--- config.mk ---
export PLATFORM = sky130hd
export DESIGN_NAME = uart_rx_fifo
export DESIGN_NICKNAME = d
export VERILOG_FILES = /design/src/rtl/uart_rx_fifo.sv
export SDC_FILE = /design/constraint.sdc
export NUM_CORES = 1
export LEC_CHECK = 0
export CAP_MARGIN = 20
export CORE_MARGIN = 1.5
export CORE_UTILIZATION = 48
export DETAILED_ROUTE_END_ITERATION = 10
export PLACE_DENSITY_LB_ADDON = 0.3
export REMOVE_ABC_BUFFERS = 1
export SYNTH_ARGS = -nofsm -noshare
export SYNTH_HDL_FRONTEND = slang
export SYNTH_SLANG_ARGS = --single-unit
--- constraint.sdc ---
create_clock -name clk -period 2.13 [get_ports clk]
set_input_delay 0.3195 -clock clk [delete_from_list [all_inputs] [get_ports clk]]
set_output_delay 0.3195 -clock clk [all_outputs]
set_load 0.1 [all_outputs]
--- src/rtl/uart_rx_fifo.sv ---
// 8N1 serial receiver feeding a receive queue (FIFO when UART_RX_FIFO_EN, else one holding register).
// Latency: byte visible one cycle after the stop-bit sample (about 9.5 bit times after the start edge).
// Backpressure: none on the line; a byte arriving at a full queue is dropped and flagged as overrun.
module uart_rx_fifo #(
    parameter int RATE_FREQ_BAUD = 434,
    parameter int FIFO_AW        = 3
) (
    input  logic               clk,
    input  logic               rst,
    input  logic               rx,
    input  logic               rd,
    input  logic               clr,
    output logic [7:0]         data_out,
    output logic               data_av,
    output logic [FIFO_AW:0]   level,
    output logic               overrun,
    output logic               frame_err,
    output logic               irq
);

    localparam int BW = $clog2(RATE_FREQ_BAUD);
    localparam logic [BW-1:0] HALF_M1 = BW'(RATE_FREQ_BAUD / 2 - 1);
    localparam logic [BW-1:0] FULL_M1 = BW'(RATE_FREQ_BAUD - 1);

    typedef enum logic [1:0] {IDLE, START, DATA, STOP} state_t;

    logic          rx_meta, rx_s, rx_q;
    state_t        state;
    logic [BW-1:0] baud_cnt;
    logic [2:0]    bit_cnt;
    logic [7:0]    shreg;

    logic stop_hit, push, pop, full_eff, push_ok;

    always_ff @(posedge clk) begin
        if (rst) begin
            rx_meta <= 1'b1;
            rx_s    <= 1'b1;
            rx_q    <= 1'b1;
        end else begin
            rx_meta <= rx;
            rx_s    <= rx_meta;
            rx_q    <= rx_s;
        end
    end

    always_ff @(posedge clk) begin
        if (rst) begin
            state    <= IDLE;
            baud_cnt <= '0;
            bit_cnt  <= '0;
            shreg    <= '0;
        end else begin
            case (state)
                IDLE: begin
                    // Edge detect, so a held-low break line cannot retrigger
                    if (rx_q && !rx_s) begin
                        state    <= START;
                        baud_cnt <= '0;
                    end
                end
                START: begin
                    if (baud_cnt == HALF_M1) begin
                        if (!rx_s) begin
                            state    <= DATA;
                            baud_cnt <= '0;
                            bit_cnt  <= '0;
                        end else begin
                            state <= IDLE;
                        end
                    end else begin
                        baud_cnt <= baud_cnt + 1'b1;
                    end
                end
                DATA: begin
                    if (baud_cnt == FULL_M1) begin
                        baud_cnt <= '0;
                        shreg    <= {rx_s, shreg[7:1]};
                        if (bit_cnt == 3'd7) state <= STOP;
                        else                 bit_cnt <= bit_cnt + 3'd1;
                    end else begin
                        baud_cnt <= baud_cnt + 1'b1;
                    end
                end
                STOP: begin
                    if (baud_cnt == FULL_M1) state <= IDLE;
                    else                     baud_cnt <= baud_cnt + 1'b1;
                end
                default: state <= IDLE;
            endcase
        end
    end

    assign stop_hit = (state == STOP) && (baud_cnt == FULL_M1);
    assign push     = stop_hit && rx_s;

`ifdef UART_RX_FIFO_EN
    localparam logic [FIFO_AW:0] DEPTH = {1'b1, {FIFO_AW{1'b0}}};

    logic [7:0]       mem [2**FIFO_AW];
    logic [FIFO_AW:0] wp, rp;

    assign level    = wp - rp;
    assign pop      = rd && (level != '0);
    // A same-cycle pop frees a slot before the push is considered
    assign full_eff = (level == DEPTH) && !pop;
    assign push_ok  = push && !full_eff;
    assign data_out = mem[rp[FIFO_AW-1:0]];

    always_ff @(posedge clk) begin
        if (rst) begin
            wp <= '0;
            rp <= '0;
        end else begin
            if (push_ok) wp <= wp + 1'b1;
            if (pop)     rp <= rp + 1'b1;
        end
    end

    always_ff @(posedge clk) begin
        if (push_ok) mem[wp[FIFO_AW-1:0]] <= shreg;
    end
`else
    logic [7:0] hold;
    logic       hold_vld;

    assign level    = {{FIFO_AW{1'b0}}, hold_vld};
    assign pop      = rd && hold_vld;
    assign full_eff = hold_vld && !pop;
    assign push_ok  = push && !full_eff;
    assign data_out = hold;

    always_ff @(posedge clk) begin
        if (rst) begin
            hold_vld <= 1'b0;
        end else if (push_ok) begin
            hold_vld <= 1'b1;
        end else if (pop) begin
            hold_vld <= 1'b0;
        end
    end

    always_ff @(posedge clk) begin
        if (push_ok) hold <= shreg;
    end
`endif

    assign data_av = (level != '0);
    assign irq     = data_av;

    // Sticky flags: a new error in the clear cycle wins
    always_ff @(posedge clk) begin
        if (rst) begin
            overrun   <= 1'b0;
            frame_err <= 1'b0;
        end else begin
            overrun   <= (push && full_eff) || (overrun && !clr);
            frame_err <= (stop_hit && !rx_s) || (frame_err && !clr);
        end
    end

endmodule

==> results.py <==
metrics = {
    "outcome": {
        "status": "complete, no violations",
    },
    "synthesis": {
        "yosysTopAreaCellShare_pct": 34.3,
        "post_synth_inst_count": 155,
        "post_synth_main_area_contributors": "dfxtp_1, edfxtp_1, mux2i_1, nor2_1, ha_1",
        "ys.flop_type": "dfxtp_1",
        "synth_compound_area_share_pct": 10.7,
        "yosys.area_share.simple_pct": 21.8,
        "postSynthRegisterBits": 36,
        "synth_fa_ha_area_share_pct": 3.82,
        "yosys.area_share.xor_xnor_pct": 0.535,
        "ys_types": 41,
        "postSynth.asyncResetShare_pct": 0,
        "ys_warn_count": 0,
        "synth.yosys.seq_area_share_pct": 48.9,
        "average_size_of_a_mapped_cell_um2": 10.6,
        "number_of_enable_type_register_cells_in_the_synthesized_netlist": 8,
        "fraction_of_synthesized_area_in_multiplexers_pct": 8.26,
        "synth_top_family_by_area": "simple AND/OR/NAND/NOR gates",
        "synthesis.area_um2": 1640,
        "synth_top_area_cell": "dfxtp_1",
    },
    "critical_path": {
        "worstPathArrival_ns": 2.32,
        "cp-end-kind": "flip-flop",
        "worst-setup-path-type": "flip-flop to flip-flop",
        "worst-r2r-setup-slack_ns": 0.10,
        "worst_r2r_endpoint": "baud_cnt[0]",
        "r2r_cells": 7,
        "crit-reg2reg-launch": "baud_cnt[0]",
        "critPathRequiredTime_ns": 2.42,
        "critPathLaunchType": "flip-flop",
        "crit_fanout": 5,
    },
    "cts": {
        "ctsHtreeMaxLevel": 2,
        "worstSkewPairLatency_ns": 0.34,
        "cts.sink_count": 36,
        "clock_tree.root_cell": "clkbuf_4",
        "tritoncts": "done",
        "number_of_clock_buffers_inserted_by_tritoncts": 5,
        "cts.reportedPaths.clkPinSlew_ns": 0.11,
        "worst_case_clock_buffer_depth": 2,
    },
    "global_routing": {
        "grt_max_degree": 15,
        "combined_global_route_utilization_of_all_metal_layers_pct": 17.2,
        "grt_remaining_overflow": 0,
        "grt_pass1_wl_um": 4700,
        "initial_antenna_violation_count": 0,
        "number_of_global_route_vias_before_repair": 1060,
    },
    "route": {
        "routed-wl-met2_um": 1480,
        "post_drt_wl_per_cell_um": 13.3,
        "detailedRoute.firstIterationViolations": 37,
        "wirelength_met1_um": 1340,
        "post_detailed_route_via_to_cell_ratio": 5.26,
        "vias": 1189,
        "detail_route.drc_violations": 0,
        "detailed_routed_wire_length_on_met3_um": 140,
        "dr.max_layer_used": "met4",
        "postRouteAntennaNets": 0,
        "route.final.wire_length_um": 3000,
        "drt_pre_antenna_iters": 4,
    },
    "min_path": {
        "hold_path.startpoint": "rx_meta",
        "hold_crit_class": "flip-flop to flip-flop",
        "min_path_cells": 1,
        "worst_hold_path.endpoint": "rx_s",
    },
    "pwr": {
        "ir_worst_vdd_uv": 449,
        "leakage_power_summed_over_all_cells_nw": 0.755,
        "p_per_area_nw_per_um2": 655,
        "total_power_mw": 1.27,
    },
    "placement": {
        "global_placer_s_final_weighted_congestion": 0.824,
        "numPortBuffers": 17,
        "placed_cells_incl_taps": 214,
        "place_area_um2": 1800,
        "dp_hpwl_um": 2080,
    },
    "die": {
        "die_y_um": 61.4,
        "die-area_um2": 3770,
        "initial_core_util_pct": 49.4,
        "core_um2": 3310,
        "die_width_um": 61.4,
        "top_level_ports": 21,
        "rows": 21,
    },
    "sta": {
        "slew_viols_final": 0,
        "fin_worst_skew_ns": 0.0109,
        "finalWorstPathRequiredPeriod_ns": 2.03,
        "fin_hold_ws_ns": 0.429,
        "finalSetupViolCount": 0,
        "fin_crit_sh_pct": 95.1,
        "hold_viol_final": 0,
        "maximum_clock_frequency_ghz": 0.494,
        "final_setup_tns_ns": 0,
    },
    "layout": {
        "insertedDiodeCount": 0,
        "fin_nets": 189,
        "areaGrowthSynthToFinish_pct": 18.4,
        "layout-drive-gt1-share_pct": 27.2,
        "final_design_area_no_fill_um2": 1940,
        "layout.cells.non_filler": 226,
    },
    "run": {
        "cap_viol_max_count": 0,
    },
}
==> per-layer routing <==
metal / global-route usage (%) / vias to the layer above
met3: 5.67 / 4
met2: 29.9 / 25
li1: - / 592
met4: 5.47 / 0
met1: 20.1 / 568
met5: 0 / -
==> cell usage after synthesis, drive strengths merged (2+ instances only) <==
library cell and number:
ha 5, nor4 2, buf 8, nand3 4
clkbuf 2, and3 2, nor2b 3, or2 6
edfxtp 8, and2 2, nand2b 4, nor2 22
nand2 5, a221o 5, or4b 2, a22o 2
dfxtp 28, nor3 5, inv 7, mux2i 12
a21oi 5, nand4 3
==> worst max-delay path: stages (launching register included) <==
cell and delay (ns):
dfxtp_4 0.37, inv_2 0.06, ha_1 0.15, or4b_4 0.48, o21ai_4 0.20, nand3b_1 0.22
a31oi_4 0.31, mux2_4 0.19
==> state kept, by name, indices dropped and copies added (netlist names), named ones only <==
| register | cells |
|---|---|
| rx_meta | 1 |
| overrun | 1 |
| frame_err | 1 |
| state | 1 |
| baud_cnt | 9 |
| shreg | 8 |
| rx_s | 1 |
| bit_cnt | 3 |
| data_av | 1 |
| rx_q | 1 |
| data_out | 8 |
==> layout by cell type (no fill, tap or decap), types with 2 or more instances in the layout <==
master	instances
dfxtp_1	26
nor2_1	21
buf_4	20
mux2i_1	12
edfxtp_1	8
inv_1	6
or2_2	5
a221o_1	5
nand2_1	5
ha_1	5
clkbuf_4	5
nand2b_1	4
nor3_1	4
a21oi_1	4
clkdlybuf4s50_1	4
nand4_1	3
nor2b_1	3
nand3_1	3
conb_1	3
or4b_4	2
a31oi_4	2
and2_1	2
a22o_1	2
and3_1	2
==> how the worst max path moves through the flow <==
stage | from | to | slack, ns | depth (start not counted)
floorplan | data_av | data_out[0] | -0.88 | 2
global placement | baud_cnt[0] | baud_cnt[0] | 0.21 | 7
detailed placement | baud_cnt[0] | baud_cnt[5] | 0.14 | 7
CTS | baud_cnt[0] | baud_cnt[5] | 0.11 | 7
global route | baud_cnt[0] | baud_cnt[0] | -0.004 | 7
finish | baud_cnt[0] | baud_cnt[0] | 0.10 | 7
==> final cells by class <==
class | count | area [um^2]
fill | 311 | 1370
sequential | 36 | 806
clock buffer | 5 | 37.5
multi-input combinational | 105 | 778
tap | 46 | 57.6
inverter | 7 | 26.3
timing repair buffer | 24 | 190
clock inverter | 3 | 42.5
==> what timing repair did <==
item	CTS	global route
resized for setup	0	6
setup buffers	0	3
hold buffers	0	0
endpoints found under the setup margin	0	8
==> where the power goes <==
part,switching [mW],internal [mW]
Sequential,0.00683,0.698
Clock,0.238,0.245
Combinational,0.0515,0.0298
Total,0.297,0.972
==> cells by family after synthesis <==
group / Yosys count
AND/OR/NAND/NOR: 63
flip-flops: 36
AO/OA/AOI/OAI: 19
buffers and inverters: 17
multiplexers: 13
adder cells (fa/ha/maj): 5
other: 1
XOR/XNOR: 1
==> stage by stage <==
| step | util, % | setup WS (ns) |
|---|---|---|
| floorplan | - | -0.882 |
| global placement | 54.4 | 0.206 |
| detailed placement | 54.4 | 0.136 |
| CTS | 56.8 | 0.111 |
| global route | 58.5 | -0.00364 |
| finish | 58.5 | 0.104 |
No activity file was read; power rests on OpenSTA's default activity.
==> RTL change 1 (same settings) <==
The 4 states of `state_t` get a Gray code encoding in 2 bits.
--- a/src/rtl/uart_rx_fifo.sv
+++ b/src/rtl/uart_rx_fifo.sv
@@ -24,3 +24,3 @@
 
-    typedef enum logic [1:0] {IDLE, START, DATA, STOP} state_t;
+    typedef enum logic [1:0] {IDLE = 2'b00, START = 2'b01, DATA = 2'b11, STOP = 2'b10} state_t;
 
Behaviour: no difference found for any inputs over 10 cycles, from zero or initial values and one cycle with rst high; not proved beyond that.
==> RTL change 1 against the original RTL <==
  * Count of clock-buffer cells in the layout is the same
  * Synthesized area rose by 9.5%
  * Die area rose by 9.0%
  * Worst setup slack gained 0.028 ns
  * Sequential cell count stayed put
  * Hold slack lost 0.0064 ns
  * Power rose by 7.2%
  * Final area up 7.9%
  * Wire length is 20% higher
  * Critical path type unchanged
  * Critical endpoint is now baud_cnt[8]
  * Largest cell class is now multi-input gates
==> RTL change 1: results (changes against the original RTL) <==
metric,value,unit,change
status,"finished, final reports clean",,
drt first-iter violations,68,,+84%
post-layout minimum cycle time,1.997,ns,-0.02843 ns
Peak VDD IR,368.9,uV,-18%
CP Max Fanout,9,,+4
Final nets,218,,+15%
met3 track demand over resource,5.634,%,-0.038 points
Int Power,1.065,mW,+9.5%
Worst R2R Path Depth,5,,-2
placed inst area,1979,um^2,+9.9%
R2R setup slack,0.13,ns,+0.03 ns
setup slack at placement,0.1358,ns,+0.0001110 ns
Via Count,1474,,+24%
Synth Area in Compound Gates,20.32,%,+9.6 points
WL met2,1.702,mm,+15%
via count of the first global-routing pass,1392,,+31%
metal3 WL,207,um,+48%
post-synthesis xor/xnor area fraction,0.4888,%,-0.046 points
slowest cell delay on critical path,0.61,ns,+0.13 ns
routed len/inst,13.95,um,+5.1%
worst skew pair latency,0.29,ns,-0.05 ns
synth top area cells,"dfxtp_1, edfxtp_1, nand2_1, o211ai_1, a21oi_1",,
"Arr. time, crit path",2.16,ns,-0.16 ns
Lkg Pwr,0.7123,nW,-5.6%
register area share after synthesis,44.69,%,-4.2 points
share of cells above drive strength 1,21.05,%,-6.2 points
Min Hold Slack,0.4225,ns,-0.006402 ns
-- RTL change 1: cell types whose count changed in the layout (fill, tap and decap cells not counted), moves of 4 or more --
cell	before	now
a21oi_1	4	14
nor2_1	21	5
a221o_1	5	0
mux2i_1	12	1
o211ai_1	0	12
nand3b_1	1	5
clkbuf_4	5	0
buf_4	20	26
o21ai_0	0	4
nand2_1	5	25
clkbuf_8	0	5
-- RTL change 1: cell type report --
| cell class | count | area (um^2) |
|---|---|---|
| fillers | 322 | 1543 |
| repair buffers | 30 | 235.2 |
| well taps | 48 | 60.06 |
| clock inverters | 3 | 42.54 |
| flip-flops and latches | 36 | 800.8 |
| clock buffers | 5 | 68.82 |
| inverters | 9 | 33.78 |
| multi-input cells | 126 | 849.6 |
-- RTL change 1: per-stage QoR --
stage / setup TNS [ns] / cells
after floorplan: -9.310 / 171
after global placement: 0 / 249
after detailed placement: 0 / 249
after CTS: 0 / 257
after global routing: 0 / 257
final: 0 / 257
==> RTL change 2 (same flow settings) <==
Without the edit above. Change the parameter `FIFO_AW` from 3 to 4.
--- a/src/rtl/uart_rx_fifo.sv
+++ b/src/rtl/uart_rx_fifo.sv
@@ -5,3 +5,3 @@
     parameter int RATE_FREQ_BAUD = 434,
-    parameter int FIFO_AW        = 3
+    parameter int FIFO_AW        = 4
 ) (
Ports: changed (resized level); port bits go from 21 to 22. No check against the original RTL was run, so the function may have changed too.
==> RTL change 2 against the original RTL <==
  * Synthesized area increased by 0.46%
  * Clock skew down 0.0032 ns
  * Sequential power barely moved
  * Wire length shrank 14%
  * Combinational power fell by 6.0%
  * Sequential share of layout area grew 1.1 points
  * Largest cell class unchanged
  * Worst setup slack improved by 0.0097 ns
  * First-iteration DRC count is 8.1% higher
  * Sequential cell count stayed put
  * Power fell by 1.6%
  * Utilization is 1.8 points lower
  * Final area decreased by 3.1%
  * Count of clock-buffer cells in the layout did not move
==> RTL change 2: results (changes against the original RTL) <==
metric,value,unit,change
Commonest cells post-synth,"dfxtp_1, nor2_1, mux2i_1",,
register area share after synthesis,48.71,%,-0.22 points
slowest cell delay on critical path,0.47,ns,
hold depth,1,,unchanged
Final nets,185,,-2.1%
met3 track demand over resource,5.672,%,unchanged
Via Count,1135,,-4.5%
antenna violations before repair,0,,unchanged
Worst R2R Path Depth,7,,unchanged
clock skew,0.007671,ns,-0.003217 ns
WL met2,1.234,mm,-17%
share of cells above drive strength 1,23.30,%,-3.9 points
setup slack at placement,0.1400,ns,+0.004337 ns
comb pwr,76.3,uW,-6.0%
first-pass GRT wire length,4.167,mm,-11%
largest net degree at the start of global routing,22,,+7
WL met1,1.208,mm,-10%
number of enable flip-flop cells after synthesis,8,,unchanged
drt first-iter violations,40,,+8.1%
clock network fraction of design power,37.5,%,-0.6 points
status,"finished, final reports clean",,
Int Power,965.4,uW,-0.72%
CTS Buffer Depth,2,,unchanged
Peak VDD IR,350.1,uV,-22%
final RePlAce weighted congestion,0.7859,,-4.6%
GRT Total Usage,14.88,%,-2.3 points
DP HPWL,1.877,mm,-9.6%
placed inst area,1798,um^2,-0.21%
reg2reg end,baud_cnt[4],,
clock input transition at the sequential cells of the worst setup and hold paths,0.11,ns,about the same
final wirelength,2.587,mm,-14%
critical path's top delay family,compound AO/OA/AOI/OAI gates,,
FF-to-FF Start,baud_cnt[0],,
Lkg Pwr,0.7315,nW,-3.1%
met2 GRT Util,24.21,%,-5.7 points
synth top area cells,"dfxtp_1, edfxtp_1, mux2i_1, nor2_1, buf_4",,
R2R setup slack,0.11,ns,
metal3 WL,120,um,-14%
via count of the first global-routing pass,984,,-7.2%
Max Used Layer,met4,,
CP Max Fanout,9,,+4
Layout fillers,305,,-1.9%
worst skew pair latency,0.33,ns,
"Arr. time, crit path",2.29,ns,-0.03 ns
routing usage on met1,17.88,%,-2.2 points
Min-Delay Path Class,flip-flop to flip-flop,,
[RTL change 2: cell types whose count changed after synthesis, sizes merged]
cell / delta
buf: +1
[RTL change 2: final cells by class]
class                   count  area share, %
flip-flops and latches     36          42.64
inverters                   7          1.399
repair buffers             20          8.528
clock buffers               5          1.999
clock inverters             3          2.265
multi-input cells         105          40.11
well taps                  46          3.065
[RTL change 2: how the worst max path moves through the flow]
stage / from / end / slack [ns] / cells past startpoint
final: baud_cnt[0] / baud_cnt[4] / 0.11 / 7
after global routing: baud_cnt[0] / baud_cnt[6] / 0.02 / 7
after CTS: baud_cnt[0] / baud_cnt[4] / 0.12 / 7
after detailed placement: baud_cnt[0] / baud_cnt[8] / 0.14 / 7
after global placement: baud_cnt[0] / baud_cnt[5] / 0.19 / 7
after floorplan: data_av / data_out[0] / -0.88 / 2
[RTL change 2: per-stage QoR]
stage                     TNS (ns)  utilization (%)  hold slack, ns  power [mW]  instances
after global routing             0            56.73          0.4485       1.299        222
after CTS                        0            56.73          0.4400       1.261        222
after detailed placement         0            54.31          0.4106      0.7965        214
final                            0            56.73          0.4349       1.249        222
after global placement           0            54.31          0.3933      0.7954        214
after floorplan             -12.16                -          0.3886      0.7751        148
[RTL change 2: cells by family (layout without fill, tap and decap cells)]
| family | after synthesis | after routing | share of synthesized area (%) |
|---|---|---|---|
| DFF | 36 | 36 | 48.71 |
| AOI/OAI and AO/OA | 19 | 19 | 10.66 |
| and+or+nand+nor | 63 | 63 | 21.69 |
| buffers and inverters | 18 | 35 | 6.165 |
| adders and majority gates | 5 | 5 | 3.805 |
| muxes | 13 | 13 | 8.219 |
| other | 1 | 4 | 0.2281 |
| xor gates and xnor gates | 1 | 1 | 0.5328 |
